`config.mk`:
```
export PLATFORM = sky130hd
export DESIGN_NAME = spram_arb
export DESIGN_NICKNAME = d
export VERILOG_FILES = /design/src/rtl/spram_arb.sv
export SDC_FILE = /design/constraint.sdc
export NUM_CORES = 1
export LEC_CHECK = 0
export BUFFER_PORTS_ARGS = -buffer_cell sky130_fd_sc_hd__clkbuf_2
export CORE_MARGIN = 5
export CORE_UTILIZATION = 49
export DETAILED_ROUTE_END_ITERATION = 10
export MAX_ROUTING_LAYER = met4
export PLACE_DENSITY_LB_ADDON = 0.05
export SLEW_MARGIN = 20
export SYNTH_ARGS = -nofsm -noshare
export SYNTH_HDL_FRONTEND = slang
export SYNTH_SLANG_ARGS = --single-unit
```
`constraint.sdc`:
```
create_clock -name clk -period 2.7 [get_ports clk]
set_input_delay 0.675 -clock clk [delete_from_list [all_inputs] [get_ports clk]]
set_output_delay 0.675 -clock clk [all_outputs]
set_load 0.1 [all_outputs]
```
`src/rtl/spram_arb.sv`:
```
// Two-port round-robin arbiter in front of a synchronous single-port RAM.
// Define SPRAM_ARB_FIXED_PRIO_EN to make port 0 win every tie.
module spram_arb #(
    parameter int unsigned aw = 10,
    parameter int unsigned dw = 32
) (
    input  logic          clk,
    input  logic          rst,
    input  logic          p0_req,
    input  logic          p0_we,
    input  logic [aw-1:0] p0_addr,
    input  logic [dw-1:0] p0_di,
    output logic          p0_ack,
    output logic [dw-1:0] p0_do,
    output logic          p0_rvalid,
    input  logic          p1_req,
    input  logic          p1_we,
    input  logic [aw-1:0] p1_addr,
    input  logic [dw-1:0] p1_di,
    output logic          p1_ack,
    output logic [dw-1:0] p1_do,
    output logic          p1_rvalid,
    output logic          ram_ce,
    output logic          ram_we,
    output logic          ram_oe,
    output logic [aw-1:0] ram_addr,
    output logic [dw-1:0] ram_di,
    input  logic [dw-1:0] ram_do
);

    typedef enum logic [1:0] {IDLE, ISSUE, CAPTURE} state_t;

    state_t state;
    logic   last_grant;
    logic   grant;
    logic   lat_we;
    logic   pick1;

    always_comb begin
        pick1 = 1'b0;
`ifdef SPRAM_ARB_FIXED_PRIO_EN
        pick1 = p1_req && !p0_req;
`else
        // on a tie the port that did not win last time is served
        pick1 = p1_req && (!p0_req || !last_grant);
`endif
    end

    always_ff @(posedge clk or negedge rst) begin
        if (!rst) begin
            state      <= IDLE;
            last_grant <= 1'b1;
            grant      <= 1'b0;
            lat_we     <= 1'b0;
            p0_ack     <= 1'b0;
            p1_ack     <= 1'b0;
            p0_rvalid  <= 1'b0;
            p1_rvalid  <= 1'b0;
            p0_do      <= '0;
            p1_do      <= '0;
            ram_ce     <= 1'b0;
            ram_we     <= 1'b0;
            ram_oe     <= 1'b0;
            ram_addr   <= '0;
            ram_di     <= '0;
        end else begin
            p0_ack    <= 1'b0;
            p1_ack    <= 1'b0;
            p0_rvalid <= 1'b0;
            p1_rvalid <= 1'b0;
            ram_ce    <= 1'b0;
            ram_we    <= 1'b0;
            ram_oe    <= 1'b0;
            case (state)
                IDLE: begin
                    if (p0_req || p1_req) begin
                        grant      <= pick1;
                        last_grant <= pick1;
                        lat_we     <= pick1 ? p1_we : p0_we;
                        ram_addr   <= pick1 ? p1_addr : p0_addr;
                        ram_di     <= pick1 ? p1_di : p0_di;
                        // RAM strobes and ack are registered here so they appear in ISSUE
                        ram_ce     <= 1'b1;
                        ram_oe     <= 1'b1;
                        ram_we     <= pick1 ? p1_we : p0_we;
                        p0_ack     <= !pick1;
                        p1_ack     <= pick1;
                        state      <= ISSUE;
                    end
                end
                ISSUE: begin
                    state <= lat_we ? IDLE : CAPTURE;
                end
                CAPTURE: begin
                    if (grant) begin
                        p1_do     <= ram_do;
                        p1_rvalid <= 1'b1;
                    end else begin
                        p0_do     <= ram_do;
                        p0_rvalid <= 1'b1;
                    end
                    state <= IDLE;
                end
                default: state <= IDLE;
            endcase
        end
    end

endmodule

```
# [Word-level counts from Yosys, hierarchy flattened]
# Index checks and enable logic that the tools add are counted.
[word_totals] output_inout_bits=113 ff_bits=117 elab_cells=46 input_bits=122
[op_classes] n_eq_ne=3 mux=18 reduce_logical=10 bitwise=1
[op_table] operator="$mux W32" n=1
[op_table] operator="$mux W1" n=13
[op_table] operator="$mux W10" n=1
[op_table] operator="$reduce_and A2 Y1" n=3
[op_table] operator="$mux W2" n=2
[op_table] operator="$pmux W2 S2" n=1
[op_table] operator="$logic_not A1 Y1" n=3
[op_table] operator="$eq A2 B1 Y1 const B" n=1
[op_table] operator="$eq A2 B2 Y1 const B" n=1
[op_table] operator="$logic_not A2 Y1" n=1
[op_table] operator="$logic_or A1 B1 Y1" n=2
[op_table] operator="$ne A2 B2 Y1 const B" n=1
[op_table] operator="$logic_and A1 B1 Y1" n=1
[op_table] operator="$not A1 Y1" n=1

# [Logic depth before layout (Yosys ltp)]
# Gate-level depths: netlist of the first run.
[depth] depth_word=6 mapped_depth=6

# [Worst setup path before layout of the first run]
# OpenSTA, ideal clock, no wires.
[synth_timing] path_type="reg-to-output" from="register ram_oe" to="output ram_oe" arrival_time_ps=1324 slack_ps=701 t_required_ps=2025 path_stages_with_launch=2 path_cell_list="dfrtp_1 -> buf_4"
[synth_lines] element="start: declaration" line_no="25" text="output logic ram_oe,"
[synth_lines] element="start signal: assignment" line_no="63" text="ram_oe <= 1'b0;"
[synth_lines] element="start signal: assignment" line_no="73" text="ram_oe <= 1'b0;"
[synth_lines] element="start signal: assignment" line_no="84" text="ram_oe <= 1'b1;"
# No word-level cell between the ends.

# [Worst setup path after layout of the first run]
[layout_timing] from="register ram_di[5]" to="output ram_di[5]"
[layout_lines] element="start: declaration" line_no="27" text="output logic [dw-1:0] ram_di,"
[layout_lines] element="start signal: assignment" line_no="81" text="ram_di <= pick1 ? p1_di : p0_di;"
# No word-level cell between the ends.

==> results.py, run 1 <==
metrics = {
    "run_status": {
        "result_of_the_run": "completed",
    },
    "clock_network": {
        "post_cts.resized_instances": 0,
        "post_cts.repair.setup_buffers": 0,
        "clock_latency_ps": 490,
        "clk_root_buffer_cell": "clkbuf_8",
        "tritoncts": "done",
        "clkTransAtPathRegs_ps": 60,
        "numCtsBuffers": 17,
        "clock_tree.htree_level_count": 4,
        "ctsLongestPathBuffers": 2,
        "clock_sinks": 117,
        "hold_buffers": 0,
    },
    "logic_synthesis": {
        "synth_top_area_share": 0.6235,
        "yosys.area.top_type": "dfrtp_1",
        "synth_area_leaders": "dfrtp_1 (62%), mux2_2 (15%), a221o_1 (9.0%)",
        "synth_area_sq_mm": 0.004656,
        "synth_flop_cell": "dfrtp_1",
        "synth_cell_types": 22,
        "yosys_warnings": 0,
        "syn_avg_cell_area_sq_um": 15.12,
        "syn_inst": 308,
        "postSynthRegisterBits": 117,
        "yosysSeqAreaShare": 0.6291,
        "synth_edf_count": 0,
        "synth.most_common_cell": "dfrtp_1",
        "synth_async_sr_flop_share": 1.000,
        "synth.top_cells.by_count": "dfrtp_1 (116), mux2_2 (63), and3_1 (43)",
        "synthesis.nets": 430,
    },
    "final_layout": {
        "finish.net_count": 668,
        "insertedDiodeCount": 0,
        "final_core_util": 0.7060,
        "share_of_post_route_cells_with_drive_strength_above_1": 0.6122,
        "area_delta_synth_final_pct": 40.12,
    },
    "placed_design": {
        "placement.io_buffers": 234,
        "place.gp.congestion": 0.7937,
        "dpl.hpwl_mm": 8.874,
    },
    "timing": {
        "grt_setup_unrepaired": "no",
        "fin_setup_tns_ps": 0,
        "final_hold_viol_count": 0,
        "final_number_of_setup_violating_endpoints": 0,
        "max_slew_headroom_at_the_worst_pin": 0.6198,
        "max_slew.worst_pin.slew_ps": 572.8,
        "finalCritPeriodShare": 0.7508,
        "timing.final.max_slew_violations": 0,
        "fmaxAchievable_mhz": 493.3,
        "timing.clock.skew_ps": 10.28,
        "period_minus_slack_ps": 2027,
    },
    "global_route": {
        "grt.overflow.total": 0,
        "grt_pass1_wl_mm": 19.26,
        "number_of_global_route_vias_before_repair": 3785,
        "antenna_found_initial": 0,
        "grt_start_max_net_pins": 48,
        "global_route.usage.total": 0.2224,
    },
    "drt": {
        "detail_route.iter0.violations": 128,
        "first_pass_iters": 4,
        "route.antenna.remaining_nets": 0,
        "drt_drc_violations_left": 0,
        "route.vias.total": 3503,
        "wirelength_mm": 12.15,
        "via_per_inst": 5.106,
        "wire_per_inst_um": 17.71,
    },
    "worst_hold_path": {
        "worst_hold_path_type": "in -> async",
    },
    "critical_path": {
        "timing.critical_path.required_ps": 2030,
        "critical_path.slowest_cell": "clkbuf_2",
        "critical_path.endpoint_type": "primary output",
        "critical_path_class": "reg -> out",
        "worst-path-max-fanout": 2,
        "critical-path-max-stage-delay_ps": 480,
        "critical_path.startpoint_type": "flop",
        "family_of_cells_with_the_greatest_summed_delay_on_the_critical_path": "buffers and inverters",
        "timing.critical_path.arrival_ps": 1350,
        "worstPathBufferInverterCount": 1,
        "crit_path_cell_trace": "clkbuf_2",
    },
    "die": {
        "floorplan.initialDensity": 0.5039,
        "die-area_sq_mm": 0.01155,
        "fp.dieW_um": 107.5,
        "io_pins": 235,
        "rows": 35,
        "die_h_um": 107.5,
        "core_sq_mm": 0.009240,
    },
    "job": {
        "cap_viol_max_count": 0,
    },
}
worst register-to-register path, cell delays in order, from the launching register on:
cell and delay [ps]:
dfrtp_1 440, nor3b_4 200, buf_4 420, mux2_2 410
cells in the final DEF (no fill, tap or decap), types with 2 or more instances in the layout:
cell,n
and3_1,43
a221o_1,42
clkbuf_8,4
a21o_1,2
mux2i_1,2
buf_4,9
clkbuf_16,16
clkinv_2,3
bufinv_16,4
inv_1,4
clkbuf_2,233
buf_12,2
dfrtp_1,116
mux2_2,63
cell families (layout without fill, tap and decap cells):
kind of cell | count (synthesis) | in the layout | synth area share
AO/OA/AOI/OAI | 46 | 46 | 0.09782
buffers and inverters | 29 | 278 | 0.04300
flip-flops | 117 | 117 | 0.6291
multiplexers | 66 | 66 | 0.1591
AND/OR/NAND/NOR | 50 | 50 | 0.07095
layout make-up:
type                       instances  area (sq um)
fill                             709          2716
inverter                           4         15.01
multi-input combinational        162          1534
clock buffer                      21         459.2
sequential                       117          2929
clock inverter                     9         151.4
timing repair buffer             244          1274
tap                              129         161.4
path summary, 6_finish.rpt:
kind                       startpoint  depth (start not counted)  slack (ps)         end
min                               rst                          1         120   p0_do[11]
max reg2reg                  state[0]                          3        1110   p0_do[24]
min in group clk            p0_di[20]                          2         400  ram_di[20]
min reg2reg                    lat_we                          1         430    state[1]
max                         ram_di[5]                          1         670   ram_di[5]
max in group asynchronous         rst                          2        1840   p0_do[29]
sequential cells by signal (all words and copies together), names as in the netlist:
signal,cells
p0_rvalid,1
p1_rvalid,1
p1_do,32
ram_di,32
lat_we,1
ram_we,1
ram_addr,10
state,2
last_grant,1
p1_ack,1
grant,1
p0_do,32
p0_ack,1
ram_oe,1
routing by layer:
metal,wire [um],up-vias,global-route usage
li1,-,1640,-
met1,4972,1678,0.2641
met5,0,-,-
met2,6028,165,0.3664
met4,282,0,0.08025
met3,866,20,0.06059
metrics by stage:
step | hold WS [ps] | cells | area [sq um] | setup slack, ps
5_1_grt | 138.0 | 686 | 6524 | 630.1
3_5_place_dp | 435.5 | 656 | 5913 | 867.3
2_1_floorplan | 379.4 | 308 | 4656 | 701.0
4_1_cts | 117.1 | 686 | 6524 | 635.6
6_report | 125.0 | 686 | 6524 | 672.8
3_3_place_gp | 431.4 | 656 | 5913 | 911.6
Power of run 1 is left out: the tool's default activity adds up to more than one toggle a clock period on the data nets, which glitch-free logic cannot reach.
==> run 2, diff against run 1 <==
--- a/config.mk
+++ b/config.mk
@@ -7,7 +7,7 @@
 export LEC_CHECK = 0
 export BUFFER_PORTS_ARGS = -buffer_cell sky130_fd_sc_hd__clkbuf_2
 export CORE_MARGIN = 5
-export CORE_UTILIZATION = 49
+export CORE_UTILIZATION = 41
 export DETAILED_ROUTE_END_ITERATION = 10
 export MAX_ROUTING_LAYER = met4
 export PLACE_DENSITY_LB_ADDON = 0.05
==> constraint.sdc (replaced) <==
create_clock -name clk -period 1.7 [get_ports clk]
set_input_delay 0.425 -clock clk [delete_from_list [all_inputs] [get_ports clk]]
set_output_delay 0.425 -clock clk [all_outputs]
set_load 0.1 [all_outputs]
==> run 2 against run 1 <==
- sequential share of layout area down 0.54 points
- count of clock-buffer cells in the layout up 1
- critical endpoint is now ram_di[8]
- core utilization down 12 points
- critical path depth unchanged
- global-route usage down 3.0 points
==> results.py, run 2 (synthesis gave the netlist of run 1 again) <==
metrics = {
    "clock_network": {
        "tritoncts": "done",
        "clkTransAtPathRegs_ps": 50,
        "clock_sinks": 117,
        "numCtsBuffers": 17,
        "clock_tree.htree_level_count": 4,
        "clk_root_buffer_cell": "clkbuf_16",
        "ctsLongestPathBuffers": 2,
        "clock_latency_ps": 400,
    },
    "timing": {
        "finalCritPeriodShare": 0.9731,
        "final_hold_viol_count": 0,
        "fin_setup_tns_ps": 0,
        "final_number_of_setup_violating_endpoints": 0,
        "timing.final.max_slew_violations": 0,
        "grt_setup_unrepaired": "no",
        "max_slew_headroom_at_the_worst_pin": 0.6233,
        "fmaxAchievable_mhz": 604.5,
        "timing.clock.skew_ps": 6.007,
        "max_slew.worst_pin.slew_ps": 567.5,
        "fin_hold_ws_ps": 252.9,
        "period_minus_slack_ps": 1654,
    },
    "placed_design": {
        "placement.io_buffers": 234,
        "place.gp.congestion": 0.7834,
        "post_dp_cell_area_sq_mm": 0.005995,
        "dpl.hpwl_mm": 9.361,
    },
    "critical_path": {
        "critical_path.endpoint_type": "primary output",
        "critical_path.slowest_cell": "clkbuf_2",
        "timing.critical_path.arrival_ps": 1230,
        "critical_path_class": "reg -> out",
        "crit_path_cell_trace": "clkbuf_2",
        "timing.critical_path.required_ps": 1270,
        "critical-path-max-stage-delay_ps": 470,
        "critical_path.startpoint_type": "flop",
        "worst-path-max-fanout": 2,
        "family_of_cells_with_the_greatest_summed_delay_on_the_critical_path": "buffers and inverters",
        "worstPathBufferInverterCount": 1,
    },
    "die": {
        "floorplan.initialDensity": 0.4130,
        "rows": 39,
        "io_pins": 235,
        "die_h_um": 116.6,
        "die-area_sq_mm": 0.01359,
        "core_sq_mm": 0.01127,
        "fp.dieW_um": 116.6,
    },
    "final_layout": {
        "sequential_cell_area_sq_mm": 0.002930,
        "filler_cell_count": 950,
        "biggestRegsByFlops": "p0_do (32), p1_do (32), ram_di (32)",
        "share_of_post_route_cells_with_drive_strength_above_1": 0.6159,
        "layout_common_cells": "clkbuf_2 (214), dfrtp_1 (115), mux2_2 (63), and3_1 (43), a221o_1 (42)",
        "most_frequent_standard_cell_in_the_layout_excluding_fill_and_tap_cells": "clkbuf_2",
        "finish.net_count": 674,
        "multi_input_area_sq_mm": 0.001534,
        "area_delta_synth_final_pct": 41.90,
        "layout.cell_area.non_filler_sq_mm": 0.006606,
        "insertedDiodeCount": 0,
    },
    "drt": {
        "first_pass_iters": 4,
        "drt_drc_violations_left": 0,
        "wirelength_mm": 12.50,
        "via_per_inst": 5.076,
        "route.vias.total": 3594,
        "wire_per_inst_um": 17.66,
        "route.antenna.remaining_nets": 0,
        "detail_route.iter0.violations": 163,
    },
    "run_status": {
        "result_of_the_run": "completed",
    },
    "global_route": {
        "grt.overflow.total": 0,
        "grt_pass1_wl_mm": 19.38,
        "global_route.usage.total": 0.1928,
        "grt_start_max_net_pins": 59,
        "antenna_found_initial": 0,
        "number_of_global_route_vias_before_repair": 3890,
    },
    "worst_hold_path": {
        "worst_hold_path_type": "in -> reg",
    },
    "job": {
        "cap_viol_max_count": 0,
    },
}
## run 2: through the flow
stage	setup WS, ps	util	std cells
finish	45.80	0.5861	708
global route	0.09448	0.5861	708
CTS	11.44	0.5861	708
detailed placement	206.6	0.5318	675
global placement	222.7	0.5318	675
floorplan	238.2	-	308
## run 2: path summary, 6_finish.rpt
| check | from | to | slack (ps) | cells past startpoint |
|---|---|---|---|---|
| max | ram_di[8] | ram_di[8] | 50 | 1 |
| min | p0_di[22] | ram_di[22] | 250 | 2 |
| max reg2reg | state[0] | ram_di[26] | 230 | 4 |
| min reg2reg | lat_we | state[1] | 430 | 1 |
| max in group asynchronous | rst | p1_do[26] | 720 | 3 |
| min in group asynchronous | rst | p1_do[11] | 360 | 2 |
## run 2: final cells by class
class                   count  area share
clock buffers              22     0.07178
flip-flops and latches    117      0.4436
repair buffers            250      0.2038
multi-input cells         162      0.2322
well taps                 143     0.02708
inverters                   4    0.002273
clock inverters            10     0.01932
## run 2: layer usage
| layer | global-route usage | part of all wire | vias up | wire (um) |
|---|---|---|---|---|
| met1 | 0.2265 | 0.39 | 1747 | 4879 |
| li1 | - | - | 1656 | - |
| met2 | 0.2986 | 0.50 | 171 | 6203 |
| met4 | 0.08104 | 0.022 | 0 | 271 |
| met5 | - | 0 | - | 0 |
| met3 | 0.07254 | 0.092 | 20 | 1147 |
## run 2: timing repair
item	4_1_cts	5_1_grt
hold buffers	1	0
setup endpoints to repair	0	14
buffers inserted	0	0
gates resized for setup	0	14
endpoints found under the hold margin	1	0
Power of run 2 is left out for the same reason.
